==> src/rtl/multi_edge_detector.sv <==
// N-channel edge detector: one Moore FSM per input bit, global detect mode, saturating edge counter.
// Define SYNC_STAGE_EN to put a two-flop synchronizer in front of every input bit.
module multi_edge_detector #(
    parameter int N  = 4,
    parameter int CW = 8
) (
    input  logic            clk,
    input  logic            reset,
    input  logic [N-1:0]    I,
    input  logic [1:0]      mode,
    input  logic            count_clr,
    output logic [N-1:0]    Y,
    output logic            any_edge,
    output logic [CW-1:0]   edge_count,
    output logic [3*N-1:0]  present_state
);
    typedef enum logic [2:0] {
        INIT = 3'b000,
        ZERO = 3'b001,
        ONE  = 3'b010,
        RISE = 3'b011,
        FALL = 3'b100
    } state_e;

    // Extra headroom so count + popcount never overflows before the saturation test.
    localparam int SW = CW + 5;
    localparam logic [SW-1:0] CNT_MAX = {5'b00000, {CW{1'b1}}};

    function automatic logic [4:0] popcount(input logic [N-1:0] v);
        logic [4:0] c;
        c = 5'd0;
        for (int k = 0; k < N; k++) begin
            c = c + {4'b0000, v[k]};
        end
        return c;
    endfunction

    logic [N-1:0]  i_s;
    state_e        state_q [N];
    state_e        state_d [N];
    logic [1:0]    mode_q;
    logic [1:0]    mode_d;
    logic [CW-1:0] count_q;
    logic [CW-1:0] count_d;
    logic [N-1:0]  y_s;
    logic [SW-1:0] sum_s;

`ifdef SYNC_STAGE_EN
    logic [N-1:0] sync1_q;
    logic [N-1:0] sync1_d;
    logic [N-1:0] sync2_q;
    logic [N-1:0] sync2_d;

    // Synchronizer next-state: shift the raw input through two stages.
    always_comb begin
        sync1_d = I;
        sync2_d = sync1_q;
    end

    // Synchronizer flops, cleared to 0 on reset.
    always_ff @(posedge clk or posedge reset) begin
        if (reset) begin
            sync1_q <= {N{1'b0}};
            sync2_q <= {N{1'b0}};
        end else begin
            sync1_q <= sync1_d;
            sync2_q <= sync2_d;
        end
    end

    assign i_s = sync2_q;
`else
    assign i_s = I;
`endif

    // Per-channel next state; INIT resolves the level without reporting an edge.
    always_comb begin
        for (int k = 0; k < N; k++) begin
            state_d[k] = INIT;
            case (state_q[k])
                INIT:    state_d[k] = i_s[k] ? ONE  : ZERO;
                ZERO:    state_d[k] = i_s[k] ? RISE : ZERO;
                ONE:     state_d[k] = i_s[k] ? ONE  : FALL;
                RISE:    state_d[k] = i_s[k] ? ONE  : FALL;
                FALL:    state_d[k] = i_s[k] ? RISE : ZERO;
                default: state_d[k] = INIT;
            endcase
        end
    end

    // Mode is sampled every edge; the FSMs keep tracking levels whatever the mode.
    always_comb begin
        mode_d = mode;
    end

    // Pulse decode from the registered state and registered mode only.
    always_comb begin
        for (int k = 0; k < N; k++) begin
            y_s[k] = 1'b0;
            case (state_q[k])
                RISE:    y_s[k] = (mode_q == 2'b00) || (mode_q == 2'b10);
                FALL:    y_s[k] = (mode_q == 2'b01) || (mode_q == 2'b10);
                default: y_s[k] = 1'b0;
            endcase
        end
    end

    // Saturating accumulate of the current pulse vector; clear wins over increment.
    always_comb begin
        sum_s = SW'(count_q) + SW'(popcount(y_s));
        if (count_clr) begin
            count_d = {CW{1'b0}};
        end else if (sum_s > CNT_MAX) begin
            count_d = {CW{1'b1}};
        end else begin
            count_d = sum_s[CW-1:0];
        end
    end

    // State, mode and counter registers; reset parks mode at disabled.
    always_ff @(posedge clk or posedge reset) begin
        if (reset) begin
            for (int k = 0; k < N; k++) begin
                state_q[k] <= INIT;
            end
            mode_q  <= 2'b11;
            count_q <= {CW{1'b0}};
        end else begin
            for (int k = 0; k < N; k++) begin
                state_q[k] <= state_d[k];
            end
            mode_q  <= mode_d;
            count_q <= count_d;
        end
    end

    // Flatten per-channel state onto the debug port, channel k at [3k+2:3k].
    always_comb begin
        present_state = {(3*N){1'b0}};
        for (int k = 0; k < N; k++) begin
            present_state[3*k +: 3] = state_q[k];
        end
    end

    assign Y          = y_s;
    assign any_edge   = |y_s;
    assign edge_count = count_q;

endmodule

==> config.mk <==
export PLATFORM = sky130hd
export DESIGN_NAME = multi_edge_detector
export DESIGN_NICKNAME = d
export VERILOG_FILES = /design/src/rtl/multi_edge_detector.sv
export SDC_FILE = /design/constraint.sdc
export NUM_CORES = 1
export LEC_CHECK = 0
export BUFFER_PORTS_ARGS = -buffer_cell sky130_fd_sc_hd__buf_2
export CAP_MARGIN = 40
export CORE_ASPECT_RATIO = 1.75
export CORE_MARGIN = 2
export CORE_UTILIZATION = 47
export CTS_CLUSTER_SIZE = 8
export DETAILED_ROUTE_END_ITERATION = 10
export GPL_ROUTABILITY_DRIVEN = 0
export MAX_ROUTING_LAYER = met4
export PLACE_DENSITY = 0.74
export SLEW_MARGIN = 40
export SYNTH_ARGS = -nofsm -noshare
export SYNTH_HDL_FRONTEND = slang
export SYNTH_SLANG_ARGS = --single-unit
==> constraint.sdc <==
create_clock -name clk -period 3.8 [get_ports clk]
set_clock_uncertainty 0.05 [all_clocks]
set_input_delay 0.57 -clock clk [delete_from_list [all_inputs] [get_ports clk]]
set_output_delay 0.57 -clock clk [all_outputs]
set_load 0.1 [all_outputs]
==> results of run 1 <==
==> state kept, by name, indices dropped and copies added, names as in the netlist <==
name / cells
edge_count: 8
mode_q: 2
present_state: 12
==> layout by cell type, fill, tap and decap left out, types with 2 or more instances in the layout <==
| cell type | instances |
|---|---|
| a31oi_1 | 2 |
| dfstp_2 | 2 |
| fa_2 | 2 |
| clkinvlp_4 | 3 |
| inv_2 | 2 |
| nor2_1 | 14 |
| a211oi_1 | 5 |
| buf_2 | 33 |
| dfrtp_4 | 2 |
| a21oi_1 | 5 |
| nor3b_1 | 4 |
| ha_2 | 2 |
| nand3_1 | 2 |
| inv_1 | 6 |
| dfrtp_2 | 7 |
| nand2b_1 | 4 |
| clkbuf_8 | 3 |
| and2_1 | 4 |
| ha_1 | 2 |
| a32oi_2 | 3 |
| dfrtp_1 | 11 |
| o21ai_0 | 4 |
==> layer usage <==
metal,GRT usage [%],routed length [um],up-vias
met5,-,0,-
met4,12.1,49,0
met3,2.88,103,4
met2,40.0,1470,25
met1,17.8,913,454
li1,-,-,437
==> logic make-up (layout without fill, tap and decap cells) <==
family	after synthesis	in the layout	synth area share (%)
DFF	22	22	49.1
xor gates and xnor gates	2	2	1.55
AOI/OAI and AO/OA	25	25	15.2
and+or+nand+nor	37	37	18.9
buffers and inverters	13	48	5.55
adders and majority gates	7	7	9.77
==> worst max path at each step <==
stage	slack, ns	endpoint
after global placement	0.48	edge_count[6]
after floorplan	0.009	edge_count[7]
after global routing	0.27	edge_count[6]
after CTS	0.39	edge_count[7]
after detailed placement	0.40	edge_count[7]
final	0.41	edge_count[7]
==> per-stage QoR <==
stage | power [W] | utilization, %
2_1_floorplan | 0.000500 | -
3_3_place_gp | 0.000545 | 60.3
3_5_place_dp | 0.000547 | 60.3
4_1_cts | 0.000695 | 62.2
5_1_grt | 0.000721 | 62.2
6_report | 0.000690 | 62.2
==> final cells by class <==
type	count	area (um^2)
sequential	22	569
timing repair buffer	33	165
fill	186	858
clock buffer	4	45.0
tap	25	31.3
multi-input combinational	71	552
inverter	11	52.6
==> critical path, cell delays in order, from the launching register on <==
cell,delay [ns]
dfstp_2,0.52
inv_1,0.05
ha_2,0.19
nor2_4,0.14
nor2_1,0.07
a32oi_2,0.25
clkinvlp_4,0.16
fa_1,0.48
inv_1,0.09
fa_2,0.24
inv_2,0.05
fa_2,0.39
and4_4,0.24
o311a_1,0.34
==> synth_stat cells <==
| library cell | n | area share (%) |
|---|---|---|
| xor2_1 | 1 | 0.78 |
| o21a_1 | 1 | 0.67 |
| dfstp_2 | 2 | 4.7 |
| inv_1 | 11 | 3.7 |
| buf_6 | 1 | 1.0 |
| o2111ai_1 | 1 | 0.78 |
| fa_1 | 3 | 5.3 |
| a211oi_1 | 5 | 3.3 |
| o21bai_1 | 1 | 0.67 |
| nand3_1 | 2 | 0.89 |
| nand2_1 | 1 | 0.33 |
| nor2b_4 | 1 | 1.2 |
| clkdlybuf4s25_2 | 1 | 0.89 |
| nor3b_1 | 4 | 2.7 |
| o311a_1 | 1 | 0.89 |
| a31oi_1 | 2 | 1.1 |
| a32oi_1 | 4 | 3.1 |
| o211ai_1 | 1 | 0.67 |
| nand2b_1 | 4 | 2.2 |
| xnor2_1 | 1 | 0.78 |
| dfrtp_1 | 20 | 44 |
| ha_1 | 4 | 4.4 |
| o21ai_0 | 4 | 1.8 |
| nor3_2 | 1 | 0.89 |
| and4_4 | 1 | 1.0 |
| nor2_1 | 15 | 5.0 |
| nor3_1 | 1 | 0.44 |
| and3_1 | 1 | 0.56 |
| a21oi_1 | 5 | 2.2 |
| nand2_2 | 1 | 0.56 |
| and4b_1 | 1 | 0.89 |
| and2_1 | 4 | 2.2 |
==> where the power goes <==
| group | switching, W | leakage, nW | internal (W) | total [W] |
|---|---|---|---|---|
| logic | 0.000216 | 0.378 | 0.0000491 | 0.000265 |
| clock network | 0.0000726 | 0.0228 | 0.0000748 | 0.000147 |
| registers | 0.0000226 | 0.270 | 0.000255 | 0.000277 |
| total | 0.000311 | 0.671 | 0.000379 | 0.000690 |
==> metrics, run 1 <==
status=finished, final reports clean; per-cell routed wire length=15.3 um; vias in the first global route=991; chip height=68.8 um; pwr/cell area=488 mW/mm^2; GR Overflow Total=0; dpl cells=162; Post-CTS Hold Fix Bufs=0; Least-Margin Pin Slew=0.489 ns; Mapped Nets=122; reg2reg path depth=13; drt drc=0; fmax=295 MHz; global-route wire length before repair=3980 um; Rel. slew slack=67.6%; Synth Register Bits=22; Worst-path clk slew=0.08 ns; H-Tree Depth=1; Yosys cell types=32; Post-DP HPWL=1980 um; crit path from=mode_q[0]; die area=0.00282 mm^2; Iter 0 DRT Violations=14; crit start category=register; worst hold path type=in -> async; final instance area=0.00142 mm^2; area post-placement=0.00137 mm^2; drt total wl=2540 um; final net count=158; setup ws final=0.410 ns; RSZ-0062 raised after global routing=false; Place WS=0.396 ns; Worst R2R Start=mode_q[0]; CP endpoint kind=register; clk buf depth=2; pin count of the biggest net entering global routing=23; Die X=41.0 um; worst path arrival time=3.49 ns; Crit Path Category=reg -> reg; # port buffers=33; Crit Reg-Reg Endpoint=edge_count[7]; Peak VDD IR=0.000261 V; Final ANT Viol Nets=0; total core area=0.00227 mm^2; Final Critical Period=3.39 ns; synthesized cell area=0.00113 mm^2; GRT Util Overall=21.3%; clk_lat worst skew=0.26 ns; clk sinks=22; Via density=5.54; CTS Buf Count=3; endpoints failing setup=0; final non-filler cell total=166; max_cap viols=0; share of cells above drive strength 1=45.4%; gate count after technology mapping=106; CP Data Required Time=3.90 ns; Pleak=0.671 nW; Hold Fails Final Rpt=0; vias=920; Reg2Reg Setup Slack=0.41 ns; clock root buffer=clkbuf_8; # rows=23; Ports=34; CTS tree=built; Avg Cell Area, Syn=10.6 um^2; length of the first detailed-routing pass in iterations=3; diode count=0; Area growth syn-to-layout=25.5%; final max-slew violation count=0; crit share post-route=89.2%; Ys Warns=0; Hold Slack=0.259 ns; initial antenna violation count=0; buffer count from post-CTS setup fixing=0; post-synthesis sequential area ratio=49.1%; Max FO, Critical Path=6; CTS resizes=0; effective utilization at floorplan=49.6%; Final TNS setup=0 ns
No activity file was read; power rests on OpenSTA's default activity.
==> inputs of run 2 (changes only) <==
--- a/config.mk
+++ b/config.mk
@@ -7,14 +7,14 @@
 export LEC_CHECK = 0
 export BUFFER_PORTS_ARGS = -buffer_cell sky130_fd_sc_hd__buf_2
 export CAP_MARGIN = 40
-export CORE_ASPECT_RATIO = 1.75
+export CORE_ASPECT_RATIO = 1.4
 export CORE_MARGIN = 2
 export CORE_UTILIZATION = 47
 export CTS_CLUSTER_SIZE = 8
 export DETAILED_ROUTE_END_ITERATION = 10
 export GPL_ROUTABILITY_DRIVEN = 0
 export MAX_ROUTING_LAYER = met4
-export PLACE_DENSITY = 0.74
+export PLACE_DENSITY = 0.84
 export SLEW_MARGIN = 40
 export SYNTH_ARGS = -nofsm -noshare
 export SYNTH_HDL_FRONTEND = slang
==> run 2 against run 1 <==
Power is 3.7% higher. Critical path depth stayed put. Non-clock buffer count stayed put. Cell count is 1.2% lower. Largest cell class unchanged.
==> metrics, run 2 (synthesized netlist as in run 1, its figures left out) <==
status=finished, final reports clean (unchanged); Post-DP HPWL=1750 um (was 1980 um); crit-path max cell delay=0.54 ns (was 0.52 ns); H-Tree Depth=1 (unchanged); CP Cell Sequence=inv_1 > ha_2 > nor2_4 > nor2_1 > a32oi_2 > clkinvlp_4 > fa_1 > inv_1 > fa_2 > inv_2 > fa_2 > and4_4 > o311a_1 (unchanged); Pleak=0.676 nW (was 0.671 nW); Final Critical Period=3.40 ns (was 3.39 ns); Crit Path Category=reg -> reg (unchanged); pin count of the biggest net entering global routing=23 (unchanged); Peak VDD IR=0.000356 V (was 0.000261 V); Least-Margin Pin Slew=0.490 ns (was 0.489 ns); Max FO, Critical Path=6 (unchanged); worst path arrival time=3.55 ns (was 3.49 ns); # port buffers=33 (unchanged); Iter 0 DRT Violations=21 (was 14); clk_lat worst skew=0.31 ns (was 0.26 ns); most frequent cells in the layout=33 x buf_2, 14 x nor2_1, 11 x dfrtp_1, 7 x dfrtp_2, 6 x inv_1 (unchanged); pwr/cell area=504 mW/mm^2 (was 488 mW/mm^2); Worst-path clk slew=0.13 ns (was 0.08 ns); final max-slew violation count=0 (unchanged); commonest non-fill, non-tap cell in the layout=buf_2 (unchanged); Rel. slew slack=67.5% (was 67.6%); worst hold path type=in -> async (unchanged); share of cells above drive strength 1=46.1% (was 45.4%); Via density=5.49 (was 5.54); Largest register FFs=12 (unchanged); area post-placement=0.00137 mm^2 (about the same); Final TNS setup=0 ns (unchanged); per-cell routed wire length=13.6 um (was 15.3 um); chip height=61.9 um (was 68.8 um); die area=0.00281 mm^2 (was 0.00282 mm^2); endpoints failing setup=0 (unchanged); effective utilization at floorplan=48.2% (was 49.6%); Area growth syn-to-layout=26.0% (was 25.5%); Final ANT Viol Nets=0 (unchanged); clock root buffer=clkbuf_4 (was clkbuf_8); final instance area=0.00142 mm^2 (about the same); CP top delay family=adder cells (unchanged); fmax=294 MHz (was 295 MHz); CTS resizes=0 (unchanged); diode count=0 (unchanged); CTS Buf Count=3 (unchanged); CP Buf/Inv Count=4 (unchanged); clk sinks=22 (unchanged); RSZ-0062 raised after global routing=false (unchanged); GR Overflow Total=0 (unchanged); final net count=158 (unchanged); crit share post-route=89.4% (was 89.2%); GRT Util Overall=18.8% (was 21.3%); Ports=34 (unchanged); vias in the first global route=936 (was 991); Post-CTS Hold Fix Bufs=0 (unchanged); global-route wire length before repair=3730 um (was 3980 um); clk buf depth=2 (unchanged); Die X=45.4 um (was 41.0 um); length of the first detailed-routing pass in iterations=3 (unchanged); CTS tree=built (unchanged); max_cap viols=0 (unchanged); buffer count from post-CTS setup fixing=0 (unchanged); CP Data Required Time=3.95 ns (was 3.90 ns); drt drc=0 (unchanged); vias=901 (was 920); initial antenna violation count=0 (unchanged); crit start category=register (unchanged); Hold Fails Final Rpt=0 (unchanged); total core area=0.00234 mm^2 (was 0.00227 mm^2); # rows=21 (was 23); slowest library cell on the worst path=dfstp_2 (unchanged); drt total wl=2230 um (was 2540 um); CP endpoint kind=register (unchanged)
run 2: layout make-up:
| cell class | count | area [um^2] |
|---|---|---|
| Tap cell | 23 | 28.8 |
| Clock buffer | 3 | 22.5 |
| Sequential cell | 22 | 569 |
| Fill cell | 206 | 918 |
| Inverter | 11 | 52.6 |
| Timing Repair Buffer | 33 | 165 |
| Multi-Input combinational cell | 71 | 552 |
| Clock inverter | 1 | 30.0 |
run 2: worst paths after layout:
kind                                         from  depth (start not counted)  slack [ns]           endpoint
worst max-delay path                    mode_q[0]                         13        0.40      edge_count[7]
worst min register to register  present_state[10]                          1        0.43   present_state[9]
min in group clk                          mode[0]                          1        0.29          mode_q[0]
max in group asynchronous                   reset                          2        3.15  present_state[11]
worst min-delay path                        reset                          2        0.19   present_state[7]
worst max register to register          mode_q[0]                         13        0.40      edge_count[7]
run 2: worst register-to-register path, delay by kind of cell, from the launching register on:
family,cells,cell delay (ns)
adder cells (fa/ha/maj),4,1.32
AO/OA/AOI/OAI,2,0.60
flip-flops,1,0.54
AND/OR/NAND/NOR,3,0.43
buffers and inverters,4,0.35
run 2: stage by stage:
step / util, % / hold WS (ns) / setup slack (ns) / cells / power, W
floorplan: - / 0.507 / 0.00854 / 106 / 0.000500
global placement: 58.5 / 0.410 / 0.503 / 160 / 0.000542
detailed placement: 58.5 / 0.416 / 0.427 / 160 / 0.000543
CTS: 60.7 / 0.280 / 0.396 / 164 / 0.000722
global route: 60.7 / 0.215 / 0.225 / 164 / 0.000748
finish: 60.7 / 0.194 / 0.401 / 164 / 0.000715
run 2: per-layer routing:
layer	global-route usage, %	share of wire, %	wire length [um]	vias to the layer above
met2	33.4	55	1220	24
li1	-	-	-	439
met1	19.9	40	903	436
met3	2.02	3.9	88	2
met5	-	0	0	-
met4	10.1	0.85	19	0
run 2: power by group:
group	internal (W)	total [W]	leakage [nW]	switching, W
combinational	0.0000487	0.000263	0.378	0.000215
clock	0.000107	0.000176	0.0279	0.0000694
sequential	0.000255	0.000276	0.270	0.0000214
==> inputs of run 3 (changes only) <==
--- a/config.mk
+++ b/config.mk
@@ -6,8 +6,7 @@
 export NUM_CORES = 1
 export LEC_CHECK = 0
 export BUFFER_PORTS_ARGS = -buffer_cell sky130_fd_sc_hd__buf_2
-export CAP_MARGIN = 40
-export CORE_ASPECT_RATIO = 1.4
+export CAP_MARGIN = 5
 export CORE_MARGIN = 2
 export CORE_UTILIZATION = 47
 export CTS_CLUSTER_SIZE = 8
@@ -15,6 +14,7 @@
 export GPL_ROUTABILITY_DRIVEN = 0
 export MAX_ROUTING_LAYER = met4
 export PLACE_DENSITY = 0.84
+export REMOVE_ABC_BUFFERS = 1
 export SLEW_MARGIN = 40
 export SYNTH_ARGS = -nofsm -noshare
 export SYNTH_HDL_FRONTEND = slang
==> run 3 against run 2 <==
Utilization is 0.62 points lower. Cell area is 5.5% lower. Routed wire length is 6.4% higher. Non-clock buffer count stayed put. Die area is 0.19% lower. Maximum frequency is 2.1% lower. Sequential power hardly changed. Setup slack worse by 0.072 ns. Clock-buffer cell count is 1 higher. Critical path depth is 1 higher. Largest cell class unchanged. Highest routed layer unchanged.
==> metrics, run 3 (synthesized netlist as in run 1, its figures left out) <==
H-Tree Depth=1 (unchanged); CTS tree=built (unchanged); Ports=34 (unchanged); slowest library cell on the worst path=dfstp_2 (unchanged); clock root buffer=clkbuf_4 (unchanged); pwr/cell area=493 mW/mm^2 (was 504 mW/mm^2); most used cell, CP=inv_1; worst path arrival time=3.64 ns (was 3.55 ns); CP endpoint kind=register (unchanged); crit-path max cell delay=0.56 ns (was 0.54 ns); pin count of the biggest net entering global routing=23 (unchanged); final max-slew violation count=0 (unchanged); RSZ-0062 raised after global routing=false (unchanged); worst hold path type=in -> async (unchanged); total power=0.000662 W (was 0.000715 W); buffer count from post-CTS setup fixing=0 (unchanged); Filler Cell Count=207 (was 206); reg2reg path depth=14 (was 13); fmax=288 MHz (was 294 MHz); Post-DP HPWL=1820 um (was 1750 um); # rows=17 (was 21); diode count=0 (unchanged); Area growth syn-to-layout=19.1% (was 26.0%); commonest non-fill, non-tap cell in the layout=buf_2 (unchanged); most frequent cells in the layout=33 x buf_2, 20 x dfrtp_1, 15 x nor2_1, 10 x inv_1 (was 33 x buf_2, 14 x nor2_1, 11 x dfrtp_1, 7 x dfrtp_2, 6 x inv_1); crit start category=register (unchanged); Worst R2R Start=mode_q[1] (was mode_q[0]); vias=939 (was 901); # port buffers=33 (unchanged); per-cell routed wire length=14.0 um (was 13.6 um); vias in the first global route=894 (was 936); Reg2Reg Setup Slack=0.33 ns (was 0.40 ns); Worst-path clk slew=0.13 ns (about the same); chip height=53.0 um (was 61.9 um); initial antenna violation count=0 (unchanged); effective utilization at floorplan=50.5% (was 48.2%); CTS Buf Count=3 (unchanged); clk buf depth=2 (unchanged); Pleak=0.703 nW (was 0.676 nW); CP Cell Sequence=inv_1 > ha_1 > nor2_1 > nor2_1 > a32oi_1 > inv_1 > fa_1 > inv_1 > fa_1 > inv_1 > fa_1 > and4_4 > and4b_1 > nor3_2 (was inv_1 > ha_2 > nor2_4 > nor2_1 > a32oi_2 > clkinvlp_4 > fa_1 > inv_1 > fa_2 > inv_2 > fa_2 > and4_4 > o311a_1); global-route wire length before repair=3950 um (was 3730 um); Final ANT Viol Nets=0 (unchanged); Rel. slew slack=67.7% (was 67.5%); endpoints failing setup=0 (unchanged); crit share post-route=91.3% (was 89.4%); total core area=0.00223 mm^2 (was 0.00234 mm^2); Peak VDD IR=0.000297 V (was 0.000356 V); share of cells above drive strength 1=31.2% (was 46.1%); Iter 0 DRT Violations=8 (was 21); Least-Margin Pin Slew=0.487 ns (was 0.490 ns); GRT Util Overall=20.1% (was 18.8%); drt drc=0 (unchanged); clk sinks=22 (unchanged); CTS resizes=0 (unchanged); Hold Slack=0.183 ns (was 0.194 ns); Via density=5.56 (was 5.49); CP Data Required Time=3.97 ns (was 3.95 ns); drt total wl=2370 um (was 2230 um); final net count=158 (unchanged); GR Overflow Total=0 (unchanged); clk_lat worst skew=0.32 ns (was 0.31 ns); Hold Fails Final Rpt=0 (unchanged); status=finished, final reports clean (unchanged); Final Critical Period=3.47 ns (was 3.40 ns); Largest register FFs=12 (unchanged); Die X=53.0 um (was 45.4 um); Crit Reg-Reg Endpoint=edge_count[6] (was edge_count[7]); max_cap viols=0 (unchanged); length of the first detailed-routing pass in iterations=4 (was 3); die area=0.00281 mm^2 (about the same); Crit Path Category=reg -> reg (unchanged); Max FO, Critical Path=6 (unchanged); Post-CTS Hold Fix Bufs=0 (unchanged)
## run 3: cell count changes in the layout (fill, tap and decap cells not counted), sizes merged
cell      before  now
bufinv         1    0
clkbuf         3    4
clkinvlp       3    0
inv            8   11
## run 3: how the worst max path moves through the flow
stage                                 from             to
after floorplan           present_state[4]  edge_count[7]
after global placement           mode_q[0]  edge_count[7]
after detailed placement         mode_q[1]  edge_count[7]
after CTS                        mode_q[1]  edge_count[6]
after global routing             mode_q[1]  edge_count[6]
final                            mode_q[1]  edge_count[6]
## run 3: cell type report
type,instances,area [um^2],share of cell area [%]
Inverter,11,41.3,3.08
Multi-Input combinational cell,71,512,38.1
Timing Repair Buffer,33,165,12.3
Tap cell,28,35.0,2.61
Sequential cell,22,553,41.2
Clock buffer,4,36.3,2.70
## run 3: routing by layer
metal	vias to the layer above	wire (um)	global-route usage [%]	part of all wire [%]
li1	440	-	-	-
met1	461	1020	23.6	43
met2	35	1170	34.4	49
met3	3	171	5.93	7.2
met4	0	14	3.85	0.59
met5	-	0	-	0
## run 3: per-stage QoR
| stage | instance area (um^2) | TNS, ns | std cells | worst slack [ns] | utilization, % |
|---|---|---|---|---|---|
| floorplan | 1110 | -0.658 | 104 | -0.217 | - |
| global placement | 1310 | 0 | 165 | 0.484 | 58.5 |
| detailed placement | 1310 | 0 | 165 | 0.352 | 58.5 |
| CTS | 1340 | 0 | 169 | 0.337 | 60.1 |
| global route | 1340 | 0 | 169 | 0.146 | 60.1 |
| finish | 1340 | 0 | 169 | 0.330 | 60.1 |
## run 3: critical path: cells and delay by family (launching register included)
kind / cells / cell delay, ns
fa+ha+maj: 4 / 1.38
simple gates: 5 / 0.87
flops: 1 / 0.56
buf+inv: 4 / 0.31
compound gates: 1 / 0.21
## run 3: power breakdown
part | switching [W] | internal, W | total (W) | leakage [nW]
Sequential | 0.0000211 | 0.000253 | 0.000274 | 0.281
Combinational | 0.000210 | 0.0000444 | 0.000255 | 0.400
Clock | 0.0000749 | 0.0000587 | 0.000134 | 0.0210
